**config.mk**
```make
export PLATFORM = sky130hd
export DESIGN_NAME = uart_rx_param
export DESIGN_NICKNAME = d
export VERILOG_FILES = /design/src/rtl/uart_rx_param.sv
export SDC_FILE = /design/constraint.sdc
export NUM_CORES = 1
export LEC_CHECK = 0
export ABC_AREA = 1
export BUFFER_PORTS_ARGS = -buffer_cell sky130_fd_sc_hd__buf_4
export CAP_MARGIN = 30
export CORE_ASPECT_RATIO = 1.2
export CORE_MARGIN = 4
export CORE_UTILIZATION = 59
export CTS_BUF_LIST = sky130_fd_sc_hd__clkbuf_8
export DETAILED_ROUTE_END_ITERATION = 10
export PLACE_DENSITY_LB_ADDON = 0.1
export REMOVE_ABC_BUFFERS = 1
export SLEW_MARGIN = 15
export SYNTH_ARGS = -nofsm -noshare
export SYNTH_HDL_FRONTEND = slang
export SYNTH_SLANG_ARGS = --single-unit
```
**constraint.sdc**
```tcl
create_clock -name clk -period 2.93 [get_ports clk]
set_input_delay 0.1465 -clock clk [delete_from_list [all_inputs] [get_ports clk]]
set_output_delay 0.1465 -clock clk [all_outputs]
set_load 0.02 [all_outputs]
```
**src/rtl/uart_rx_param.sv**
```systemverilog
`timescale 1ns/1ps
`default_nettype none
// ============================================================================
// Module      : uart_rx_param
// Description : Parameterised UART receiver with majority-vote bit sampling,
//               optional parity, 1/2 stop bits and a one-deep holding register.
// Revision    : 1.0 - initial release
// ============================================================================
module uart_rx_param #(
    parameter int CLK_FREQ     = 10_000_000,
    parameter int BIT_RATE     = 115200,
    parameter int PAYLOAD_BITS = 8,
    parameter int PARITY       = 0,
    parameter int STOP_BITS    = 1
) (
    input  logic                    clk,
    input  logic                    reset,
    input  logic                    i_serial_data,
    output logic [PAYLOAD_BITS-1:0] o_data,
    output logic                    o_valid,
    input  logic                    i_ready,
    output logic                    o_parity_err,
    output logic                    o_frame_err,
    output logic                    o_overrun,
    output logic                    o_busy
);

    localparam int c_CLKS_PER_BIT = CLK_FREQ / BIT_RATE;
    localparam int c_HALF         = c_CLKS_PER_BIT / 2;
    localparam int c_CNT_W        = (c_CLKS_PER_BIT > 2) ? $clog2(c_CLKS_PER_BIT) : 2;

    localparam logic [c_CNT_W-1:0] c_CNT_LAST = c_CNT_W'(c_CLKS_PER_BIT - 1);
    localparam logic [c_CNT_W-1:0] c_CNT_S0   = c_CNT_W'(c_HALF - 1);
    localparam logic [c_CNT_W-1:0] c_CNT_S1   = c_CNT_W'(c_HALF);
    localparam logic [c_CNT_W-1:0] c_CNT_DEC  = c_CNT_W'(c_HALF + 1);
    localparam logic [3:0]         c_BIT_LAST = 4'(PAYLOAD_BITS - 1);
    localparam logic               c_STOP_LAST = 1'(STOP_BITS - 1);

    localparam logic [2:0] c_ST_IDLE   = 3'd0;
    localparam logic [2:0] c_ST_START  = 3'd1;
    localparam logic [2:0] c_ST_DATA   = 3'd2;
    localparam logic [2:0] c_ST_PARITY = 3'd3;
    localparam logic [2:0] c_ST_STOP   = 3'd4;

    if (c_CLKS_PER_BIT < 4) begin : g_bad_rate
        $error("uart_rx_param: CLK_FREQ/BIT_RATE must be at least 4");
    end
    if (PAYLOAD_BITS < 5 || PAYLOAD_BITS > 9) begin : g_bad_payload
        $error("uart_rx_param: PAYLOAD_BITS must be 5..9");
    end
    if (PARITY < 0 || PARITY > 2) begin : g_bad_parity
        $error("uart_rx_param: PARITY must be 0, 1 or 2");
    end
    if (STOP_BITS < 1 || STOP_BITS > 2) begin : g_bad_stop
        $error("uart_rx_param: STOP_BITS must be 1 or 2");
    end

    logic                    r_sync_meta;
    logic                    r_sync;
    logic [2:0]              r_state;
    logic [c_CNT_W-1:0]      r_cnt;
    logic [3:0]              r_bit_idx;
    logic                    r_stop_idx;
    logic                    r_samp0;
    logic                    r_samp1;
    logic [PAYLOAD_BITS-1:0] r_shift;
    logic                    r_par_err;
    logic                    r_frame_err;
    logic [PAYLOAD_BITS-1:0] r_data;
    logic                    r_valid;
    logic                    r_perr_out;
    logic                    r_ferr_out;
    logic                    r_overrun;

    logic w_maj;
    logic w_wrap;
    logic w_decide;
    logic w_done;
    logic w_accept;
    logic w_load;
    logic w_drop;
    logic w_par_xor;

    assign w_maj     = (r_samp0 & r_samp1) | (r_samp0 & r_sync) | (r_samp1 & r_sync);
    assign w_wrap    = (r_cnt == c_CNT_LAST);
    assign w_decide  = (r_cnt == c_CNT_DEC);
    assign w_par_xor = (^r_shift) ^ w_maj;
    assign w_done    = (r_state == c_ST_STOP) && w_decide && (r_stop_idx == c_STOP_LAST);
    assign w_accept  = r_valid && i_ready;
    // A frame lands if the register is empty or is being emptied this very cycle.
    assign w_load    = w_done && (!r_valid || i_ready);
    assign w_drop    = w_done && r_valid && !i_ready;

    always_ff @(posedge clk) begin
        if (reset) begin
            r_sync_meta <= 1'b1;
            r_sync      <= 1'b1;
            r_state     <= c_ST_IDLE;
            r_cnt       <= '0;
            r_bit_idx   <= '0;
            r_stop_idx  <= 1'b0;
            r_samp0     <= 1'b1;
            r_samp1     <= 1'b1;
            r_shift     <= '0;
            r_par_err   <= 1'b0;
            r_frame_err <= 1'b0;
        end else begin
            r_sync_meta <= i_serial_data;
            r_sync      <= r_sync_meta;

            if (r_cnt == c_CNT_S0) r_samp0 <= r_sync;
            if (r_cnt == c_CNT_S1) r_samp1 <= r_sync;

            if (r_state == c_ST_IDLE || w_wrap) r_cnt <= '0;
            else                                r_cnt <= r_cnt + 1'b1;

            case (r_state)
                c_ST_IDLE: begin
                    if (!r_sync) begin
                        r_state     <= c_ST_START;
                        r_bit_idx   <= '0;
                        r_stop_idx  <= 1'b0;
                        r_par_err   <= 1'b0;
                        r_frame_err <= 1'b0;
                    end
                end
                c_ST_START: begin
                    if (w_decide && w_maj) r_state <= c_ST_IDLE;
                    else if (w_wrap)       r_state <= c_ST_DATA;
                end
                c_ST_DATA: begin
                    if (w_decide) r_shift <= {w_maj, r_shift[PAYLOAD_BITS-1:1]};
                    if (w_wrap) begin
                        if (r_bit_idx == c_BIT_LAST) begin
                            r_bit_idx <= '0;
                            r_state   <= (PARITY != 0) ? c_ST_PARITY : c_ST_STOP;
                        end else begin
                            r_bit_idx <= r_bit_idx + 1'b1;
                        end
                    end
                end
                c_ST_PARITY: begin
                    if (w_decide) r_par_err <= (PARITY == 1) ? w_par_xor : ~w_par_xor;
                    if (w_wrap)   r_state   <= c_ST_STOP;
                end
                c_ST_STOP: begin
                    if (w_decide) begin
                        if (!w_maj) r_frame_err <= 1'b1;
                        if (r_stop_idx == c_STOP_LAST) r_state <= c_ST_IDLE;
                    end else if (w_wrap) begin
                        r_stop_idx <= 1'b1;
                    end
                end
                default: r_state <= c_ST_IDLE;
            endcase
        end
    end

    always_ff @(posedge clk) begin
        if (reset) begin
            r_data     <= '0;
            r_valid    <= 1'b0;
            r_perr_out <= 1'b0;
            r_ferr_out <= 1'b0;
            r_overrun  <= 1'b0;
        end else begin
            if (w_load) begin
                r_data     <= r_shift;
                r_perr_out <= r_par_err;
                r_ferr_out <= r_frame_err | ~w_maj;
                r_valid    <= 1'b1;
            end else if (w_accept) begin
                r_valid <= 1'b0;
            end

            if (w_drop)        r_overrun <= 1'b1;
            else if (w_accept) r_overrun <= 1'b0;
        end
    end

    assign o_data       = r_data;
    assign o_valid      = r_valid;
    assign o_parity_err = r_perr_out;
    assign o_frame_err  = r_ferr_out;
    assign o_overrun    = r_overrun;
    assign o_busy       = (r_state != c_ST_IDLE);

endmodule
`default_nettype wire

```
# --- Word level (Yosys, flattened, before mapping) ---
# Cells that the tools add are included.
totals:
  ff_bits: 41
  inputBits: 4
  output_inout_bits: 13
  word_cells: 99
op_classes:
  addsub: 2
  n_eq_ne: 20
  n_mux: 25
  n_bitwise: 10
  reduce_logical: 26
op_table:
  columns: ["operator", "n"]
  rows:
  - ["$mux 3", 8]
  - ["$eq 7x6->1 const B", 3]
  - ["$ne 2x2->1 const B", 10]
  - ["$pmux 3 s5", 1]
  - ["$mux 4", 3]
  - ["$reduce_bool 2->1", 5]
  - ["$mux 1", 9]
  - ["$pmux 4 s2", 1]
  - ["$reduce_and 4->1", 2]
  - ["$reduce_xor 8->1", 1]
  - ["$add 7x1->7 const B", 1]
  - ["$eq 7x7->1 const B", 1]
  - ["$logic_and 1x1->1", 7]
  - ["$reduce_and 7->1", 1]
  - ["$eq 3x2->1 const B", 2]
  - ["$pmux 1 s2", 3]
  - ["$reduce_and 3->1", 2]
  - ["$add 4x1->4 const B", 1]
  - ["$eq 4x3->1 const B", 1]
  - ["$and 1x1->1", 3]
  - ["$eq 3x1->1 const B", 1]
  - ["$eq 3x3->1 const B", 1]
  - ["$logic_not 3->1", 1]
  - ["$ne 3x3->1 const B", 1]
  - ["8 further kinds", 14]

# --- Depth between registers and ports, before layout ---
# Gate-level depths: netlist (run 1).
depth:
  ltp_word: 7
  mapped_depth: 12
  mapped_depth_nobuf: 12

# --- Worst setup path before layout (run 1) ---
# Ideal clock, no wire load.
synth_timing:
  kind: "reg2reg"
  startpoint: "register r_cnt[0]"
  endpoint: "register r_state[0]"
  setup_ps: 113
  arrival_ps: 1319
  required_time_ps: 2817
  setup_slack_ps: 1498
  path_stages_with_launch: 12
  n_path_buf: 0
  period_less_slack_ps: 1432
  cell_sequence: "dfxtp_1 inv_1 ha_1 nand3_2 nor2_4 inv_4 nand2_2 nand2_2 nor2_2 nand2_2 nor2_1 nor2_1"
synth_between:
  elab_chain_cells: 4
  elab_cells_between_ends: 10
  classes_between: "eq/ne: 6; mux: 2; reduce/logical: 2"
synth_lines:
  columns: ["item", "line_no", "text"]
  rows:
  - ["start: declaration", "61", "logic [c_CNT_W-1:0] r_cnt;"]
  - ["start signal: assignment", "115", "else r_cnt <= r_cnt + 1'b1;"]
  - ["$eq 7x6->1", "86", "assign w_decide = (r_cnt == c_CNT_DEC);"]
  - ["$logic_and 1x1->1", "128", "if (w_decide && w_maj) r_state <= c_ST_IDLE;"]
  - ["$ne 3x3->1 (no line) or $mux 3 (tied branches)", null, null]
  - ["$reduce_and 7->1 (no line) or $pmux 3 s5 (tied branches)", null, null]
  - ["end signal: assignment", "128", null]
  - ["end signal: assignment", "129", "else if (w_wrap) r_state <= c_ST_DATA;"]
  - ["end signal: assignment", "136", "r_state <= (PARITY != 0) ? c_ST_PARITY : c_ST_STOP;"]
  - ["end: declaration", "60", "logic [2:0] r_state;"]
# Several ways; a longest one is shown, not always the timed one.
# A chain may end at the register's enable or synchronous reset.

# --- Worst setup path in the final report (run 1) ---
layout_timing:
  startpoint: "register r_cnt[0]"
  endpoint: "register r_data[3] (netlist: o_data[3])"
layout_between:
  elab_chain_cells: 4
layout_lines:
  columns: ["item", "line_no", "text"]
  rows:
  - ["$eq 7x6->1", "86", null]
  - ["$logic_and 1x1->1 (2 in series)", "88", "assign w_done = (r_state == c_ST_STOP) && w_decide && (r_stop_idx == c_STOP_LAST);"]
  - ["$logic_and 1x1->1", "91", "assign w_load = w_done && (!r_valid || i_ready);"]
  - ["end signal: assignment", "168", "r_data <= r_shift;"]
  - ["end: declaration", "69", "logic [PAYLOAD_BITS-1:0] r_data;"]
# Every way passes these cells.

==> out/metrics.cfg, run 1 <==
[status]
status=completed

[drt]
drc=0
drt_iter0_drc=34
wl_per_cell_um=11.70
post_drt_via_cell_ratio=5.273
ant_nets=0
vias=1777
wirelength_um=3943
dr.pass1.iters=4

[floorplanning]
io_pins=17
start_util_pct=61.32
row_count=23
dieArea_mm2=0.004480
coreArea_mm2=0.003338
dieHeight_um=72.53
die_w_um=61.77

[critical_path]
critical_path.most_common_cell=nand3_2
cp_top_family=simple AND/OR/NAND/NOR gates
path_max_fanout=11
worstPathCellList=inv_1, ha_1, nand3_2, nor2_4, nand3_2, nor2_1, o21ai_0, a21oi_1
timing.rr.start=r_cnt[0]
critPathBufInv=1
slowest_stage=nor2_1
cp.arrival_ns=2.07
r2r_end=o_data[3]
reg2reg_slack_ns=1.08
path_class=register to register
cp-end-kind=register
slowest_delay_ns=0.49
crit_required_ns=3.15
startpoint_type=register
ff2ff_path_depth=8

[power_and_ir_drop]
p_leak_nw=1.017
ir_worst_vdd_mv=0.6178
pwr_density_cell_mw_per_mm2=657.6

[synthesis]
ys_ff_latch=41
synthCells=283
yosysWarningCount=0
synthArstFlopShare_pct=0
synth_edf_count=0
yosysTopAreaCellShare_pct=40.10
synthTopCellsByCount=nand2_1 (62), dfxtp_1 (41), inv_1 (38)
synthFlopType=dfxtp_1
synthesis.area_mm2=0.002047
yosysMostFrequentCell=nand2_1
synth_largest_area_cell=dfxtp_1
synthDistinctLibCells=32
synth.area.top_cells=dfxtp_1 (40%), nand2_1 (11%), a21oi_1 (7.8%), inv_1 (7.0%), nor2_1 (4.8%)
ys_seq_area_share_pct=40.10
synth.avg_cell_area_um2=7.233

[place]
dp.final_hpwl_um=2944
numPortBuffers=16
place.gp.congestion=0.7973

[clock_tree]
clock_sinks=41
htree_levels=2
root_buffer=clkbuf_8
cts_buffers=5
clk_pin_slew_worst_paths_ns=0.07
cts_tree=yes
clock_path_buffers=2
cts_setup_buffers=0
cts_resized=0
cts_hold_buf=0
clk_latency_ns=0.29

[hold_path]
hold_path.class=input pin to register
min_to=r_sync_meta
min_from=i_serial_data
holdPathStages=2

[global_routing]
grt_max_degree=23
grt_pass1_vias=1629
antenna_found_initial=0
grt_pass1_wl_um=6844
grt_overflow=0
grt_use_total_pct=20.16

[final_layout]
syn_to_final_growth_pct=10.21
nets=310
num_antenna_cells=0
drive_gt1_share_pct=14.67

[sta]
worst_slew_pin_slew_ns=0.6185
setup_tns_ns=0
hold_viol=0
maxSlewHeadroom_pct=58.61
fmax_mhz=540.5
slew_violations=0
fin_crit_sh_pct=63.14
whs_ns=0.04186
min_period_ns=1.850
rsz0062_at_grt=no
setup_viol=0
finClkSkew_ns=0.004596

[job]
drv_cap=0

-- kinds of logic after synthesis --
group	share of synthesized area [%]
compound gates	15.10
xor+xnor	0.8559
fa+ha+maj	3.056
buf+inv	9.536
flops	40.10
simple gates	31.36
-- cell usage in the layout (no fill, tap or decap), drive strengths merged --
cell / synthesis / layout
nand2: 66 / 66
inv: 43 / 43
dfxtp: 41 / 41
a21oi: 32 / 32
nor2: 30 / 30
o21ai: 22 / 22
nand3: 17 / 17
buf: 3 / 16
ha: 5 / 5
clkbuf: 2 / 5
nor3: 5 / 5
nand4: 3 / 3
nor3b: 3 / 3
nor4: 3 / 3
o21a: 2 / 2
or2: 2 / 2
xor2: 2 / 2
nand3b: 1 / 1
a211oi: 1 / 1
clkinv: 0 / 1
-- area by class of cell --
class | count | area (µm²)
Inverter | 43 | 163.9
Fill cell | 313 | 1082
Tap cell | 37 | 46.29
Timing Repair Buffer | 16 | 120.1
Clock inverter | 1 | 5.005
Multi-Input combinational cell | 194 | 1031
Clock buffer | 5 | 68.82
Sequential cell | 41 | 820.8
-- sequential cells by signal (all words and copies together) (netlist names), 3 cells and up --
signal     cells
o_data         8
r_shift        8
r_cnt          7
r_bit_idx      4
r_state        3
-- worst reg2reg max path, stage by stage, from the launching register on --
cell and delay, ns:
dfxtp_1 0.35, inv_1 0.09, ha_1 0.16, nand3_2 0.09, nor2_4 0.17, nand3_2 0.10, nor2_1 0.49, o21ai_0 0.18
a21oi_1 0.15
-- metal layers --
layer	GRT usage (%)	vias up	wire, µm
li1	-	943	-
met4	7.547	0	74
met3	5.338	6	116
met2	34.11	18	1975
met1	23.78	810	1777
met5	0	-	0
-- metrics by stage --
step	util [%]	setup WS (ns)	area [µm²]	power, W	instances
floorplan	-	1.413	2016	0.001048	278
finish	67.58	1.080	2256	0.001483	337
global route	67.58	0.8101	2256	0.001593	337
global placement	65.37	1.185	2182	0.001155	331
CTS	67.58	1.068	2256	0.001501	337
detailed placement	65.37	1.106	2182	0.001162	331
-- power by group --
group | leakage (nW) | internal [W] | switching, W
clock network | 0.0399 | 0.000157 | 0.000176
logic | 0.645 | 0.000162 | 0.000347
registers | 0.332 | 0.000590 | 0.0000533
-- worst max-delay path by stage --
| stage | startpoint | cells past startpoint | slack (ns) | end |
|---|---|---|---|---|
| after global placement | r_cnt[0] | 8 | 1.18 | o_data[2] |
| after CTS | r_cnt[0] | 8 | 1.07 | o_data[3] |
| after floorplan | r_cnt[0] | 8 | 1.41 | o_data[0] |
| after global routing | r_cnt[0] | 8 | 0.81 | o_data[3] |
| final | r_cnt[0] | 8 | 1.08 | o_data[3] |
| after detailed placement | r_cnt[0] | 8 | 1.11 | o_data[3] |
(Power assumes the default switching activity.)
==> run 2: changes to the inputs <==
--- a/config.mk
+++ b/config.mk
@@ -5,12 +5,12 @@
 export SDC_FILE = /design/constraint.sdc
 export NUM_CORES = 1
 export LEC_CHECK = 0
-export ABC_AREA = 1
+export ABC_AREA = 0
 export BUFFER_PORTS_ARGS = -buffer_cell sky130_fd_sc_hd__buf_4
 export CAP_MARGIN = 30
 export CORE_ASPECT_RATIO = 1.2
 export CORE_MARGIN = 4
-export CORE_UTILIZATION = 59
+export CORE_UTILIZATION = 55
 export CTS_BUF_LIST = sky130_fd_sc_hd__clkbuf_8
 export DETAILED_ROUTE_END_ITERATION = 10
 export PLACE_DENSITY_LB_ADDON = 0.1
==> constraint.sdc (replaced) <==
create_clock -name clk -period 1.6 [get_ports clk]
set_input_delay 0.08 -clock clk [delete_from_list [all_inputs] [get_ports clk]]
set_output_delay 0.08 -clock clk [all_outputs]
set_load 0.02 [all_outputs]
==> run 2 against run 1 <==
Effect of this change: non-clock buffer count up 31; core utilization up 8.7 points; clock power up 100%; combinational power down 75%; global-route usage down 0.49 points; largest cell class unchanged.
==> out/metrics.cfg, run 2 <==
[drt]
wl_per_cell_um=14.13  ; was 11.70 µm
post_drt_via_cell_ratio=5.541  ; was 5.273
dr_wl_met3_um=121  ; was 116 µm
drc=0  ; unchanged
vias=1629  ; was 1,777
wl_met2_um=2244  ; was 1975 µm
drt_iter0_drc=66  ; was 34
wirelength_um=4155  ; was 3943 µm
dr.pass1.iters=4  ; unchanged
m1WireLength_um=1725  ; was 1777 µm
highest_layer=met4  ; unchanged
ant_nets=0  ; unchanged

[synthesis]
yosysMostFrequentCell=dfxtp_1  ; was nand2_1
synth_largest_area_cell=dfxtp_1  ; unchanged
synthesis.area_mm2=0.001844  ; was 0.002047 mm²
synthTopCellsByCount=dfxtp_1 (41), nand2_1 (30), a21oi_1 (24)  ; was nand2_1 (62), dfxtp_1 (41), inv_1 (38)
synth.avg_cell_area_um2=8.538  ; was 7.233 µm²
synthDistinctLibCells=38  ; was 32
synth_edf_count=0  ; unchanged
ys_ff_latch=41  ; unchanged
ys_seq_area_share_pct=44.50  ; was 40.10%
synthFlopType=dfxtp_1  ; unchanged
synthCells=216  ; was 283
yosysTopAreaCellShare_pct=44.50  ; was 40.10%
synth.area.top_cells=dfxtp_1 (45%), a21oi_1 (6.5%), nand2_1 (6.1%), nor2_1 (4.3%), xnor2_1 (4.3%)  ; was dfxtp_1 (40%), nand2_1 (11%), a21oi_1 (7.8%), inv_1 (7.0%), nor2_1 (4.8%)
yosysWarningCount=0  ; unchanged
synthArstFlopShare_pct=0  ; unchanged

[place]
place.gp.congestion=0.7808  ; was 0.7973
dp.final_hpwl_um=2731  ; was 2944 µm
pre_cts_ws_ns=-0.1205  ; was 1.106 ns
numPortBuffers=16  ; unchanged
place_inst=277  ; was 331

[critical_path]
cp_top_family=simple AND/OR/NAND/NOR gates  ; unchanged
r2r_end=o_data[0]  ; was o_data[3]
timing.rr.start=r_cnt[6]  ; was r_cnt[0]
setup.worst_path.start=r_cnt[6]  ; was r_cnt[0]
worstPathCellList=nor3b_4, nand4_4, or4_4, buf_6, nand2_1, a21oi_1  ; was inv_1, ha_1, nand3_2, nor2_4, nand3_2, nor2_1, o21ai_0, a21oi_1
reg2reg_slack_ns=0.002  ; was 1.08 ns
startpoint_type=register  ; unchanged
slowest_stage=or4_4  ; was nor2_1
path_max_fanout=5  ; was 11
cp-end-kind=register  ; unchanged
slowest_delay_ns=0.48  ; was 0.49 ns
cp.arrival_ns=1.77  ; was 2.07 ns
crit_required_ns=1.77  ; was 3.15 ns
critPathBufInv=1  ; unchanged
ff2ff_path_depth=6  ; was 8
path_class=register to register  ; unchanged

[power_and_ir_drop]
p_total_w=0.001837  ; was 0.001483 W
comb_power_share_pct=6.9  ; was 34.3%
switchingPower_w=0.0004500  ; was 0.0005757 W
internal_power_w=0.001387  ; was 0.0009077 W
p_leak_nw=0.8934  ; was 1.017 nW
pwr-share-clk_pct=36.8  ; was 22.4%
ir_worst_vdd_mv=0.7021  ; was 0.6178 mV
swShare_pct=24.50  ; was 38.81%
pwr_density_cell_mw_per_mm2=767.3  ; was 657.6 mW/mm²
seq_power_share_pct=56.3  ; was 43.3%

[final_layout]
fillCellCount=217  ; was 313
final_cell_mix=buf_4 (41), dfxtp_1 (35), nand2_1 (24)  ; was nand2_1 (62), dfxtp_1 (41), inv_1 (38)
fin_util_pct=76.28  ; was 67.58%
final_common_cell=buf_4  ; was nand2_1
layout.cells.non_filler=294  ; was 337
num_antenna_cells=0  ; unchanged
drive_gt1_share_pct=33.33  ; was 14.67%
syn_to_final_growth_pct=29.78  ; was 10.21%
nets=266  ; was 310

[sta]
maxSlewHeadroom_pct=75.64  ; was 58.61%
fmax_mhz=625.8  ; was 540.5 MHz
setup_viol=0  ; unchanged
worst_slew_pin_slew_ns=0.3646  ; was 0.6185 ns
fin_crit_sh_pct=99.87  ; was 63.14%
slew_violations=0  ; unchanged
finalWorstSetupSlack_ns=0.002051  ; was 1.080 ns
hold_viol=0  ; unchanged
finClkSkew_ns=0.005682  ; was 0.004596 ns
rsz0062_at_grt=yes  ; was no
setup_tns_ns=0  ; unchanged
min_period_ns=1.598  ; was 1.850 ns

[clock_tree]
htree_levels=2  ; unchanged
clock_path_buffers=2  ; unchanged
cts_tree=yes  ; unchanged
root_buffer=clkbuf_8  ; unchanged
clk_latency_ns=0.30  ; was 0.29 ns
clock_sinks=41  ; unchanged
clk_pin_slew_worst_paths_ns=0.08  ; was 0.07 ns
cts_buffers=5  ; unchanged

[floorplanning]
io_pins=17  ; unchanged
start_util_pct=58.77  ; was 61.32%
die_w_um=60.86  ; was 61.77 µm
dieArea_mm2=0.004348  ; was 0.004480 mm²
row_count=22  ; was 23
dieHeight_um=71.44  ; was 72.53 µm
coreArea_mm2=0.003138  ; was 0.003338 mm²

[job]
drv_cap=0  ; unchanged

[hold_path]
min_to=r_state[1]  ; was r_sync_meta
hold_path.class=input pin to register  ; unchanged
holdPathStages=2  ; unchanged
min_from=reset  ; was i_serial_data

[global_routing]
grt_max_degree=36  ; was 23
grt_pass1_vias=1483  ; was 1,629
antenna_found_initial=0  ; unchanged
grt_overflow=0  ; unchanged
grt_use_total_pct=19.68  ; was 20.16%
grt_pass1_wl_um=6624  ; was 6844 µm

[status]
status=completed  ; unchanged

run 2: cell count changes in the layout (fill, tap and decap cells not counted), sizes merged, moves of 3 or more:
cell / previous run / this run
xnor2: 0 / 9
nand3: 17 / 6
nor2b: 0 / 4
nor2: 30 / 21
mux2i: 0 / 5
buf: 16 / 45
nand2: 66 / 30
nand2b: 0 / 5
a31oi: 0 / 3
o21ai: 22 / 12
a21oi: 32 / 24
inv: 43 / 4
run 2: kinds of logic (layout without fill, tap and decap cells):
group | count (synthesis) | after routing | share of synthesized area (%)
xor+xnor | 12 | 12 | 6.445
buf+inv | 17 | 59 | 3.527
fa+ha+maj | 6 | 6 | 3.935
compound gates | 44 | 44 | 12.96
simple gates | 91 | 91 | 25.92
mux | 5 | 5 | 2.714
flops | 41 | 41 | 44.50
run 2: worst reg2reg max path, delay by kind of cell, from the launching register on:
| kind | cells | cell delay, ns |
|---|---|---|
| flip-flops | 1 | 0.34 |
| AO/OA/AOI/OAI | 1 | 0.05 |
| buffers and inverters | 1 | 0.16 |
| AND/OR/NAND/NOR | 4 | 0.92 |
run 2: layout make-up:
type | instances | area (µm²) | share of cell area, %
Multi-Input combinational cell | 158 | 1046 | 43.70
Sequential cell | 41 | 828.3 | 34.61
Timing Repair Buffer | 47 | 372.9 | 15.58
Clock buffer | 5 | 68.82 | 2.875
Tap cell | 36 | 45.04 | 1.882
Clock inverter | 3 | 17.52 | 0.7318
Inverter | 4 | 15.01 | 0.6273
run 2: power by group through the flow:
| stage | logic [W] | clock network (W) | registers, W |
|---|---|---|---|
| 5_1_grt | 0.000140 | 0.000727 | 0.00104 |
| 2_1_floorplan | 0.0000479 | 0 | 0.00106 |
| 4_1_cts | 0.000114 | 0.000686 | 0.00103 |
| 3_5_place_dp | 0.000109 | 0 | 0.00106 |
| 6_report | 0.000126 | 0.000676 | 0.00103 |
| 3_3_place_gp | 0.000106 | 0 | 0.00106 |
run 2: routing by layer:
layer  GRT usage, %  up-vias
met5              0        -
met4          7.470        0
met3          4.324       11
met2          33.65       27
met1          23.41      774
li1               -      817
run 2: stage by stage:
stage,hold WS [ns],instance area (µm²)
2_1_floorplan,0.1491,1794
3_3_place_gp,0.2692,2125
3_5_place_dp,0.2695,2125
4_1_cts,0.1582,2271
5_1_grt,0.1871,2394
6_report,0.1657,2394
run 2: timing repair:
action | CTS | global route
hold buffers | 2 | 0
cloned | 0 | 2
endpoints found under the hold margin | 2 | 0
setup buffers | 3 | 2
endpoints found under the setup margin | 11 | 30
pin swaps | 2 | 6
gates resized for setup | 5 | 32
run 2: how the worst max path moves through the flow:
stage                              to  slack [ns]  cells after the start
after floorplan           o_frame_err       -0.38                      5
after global placement      o_data[3]       -0.05                      6
after detailed placement    o_data[3]       -0.12                      6
after CTS                  r_state[0]        0.02                      7
after global routing        o_data[0]       -0.04                      6
final                       o_data[0]       0.002                      6
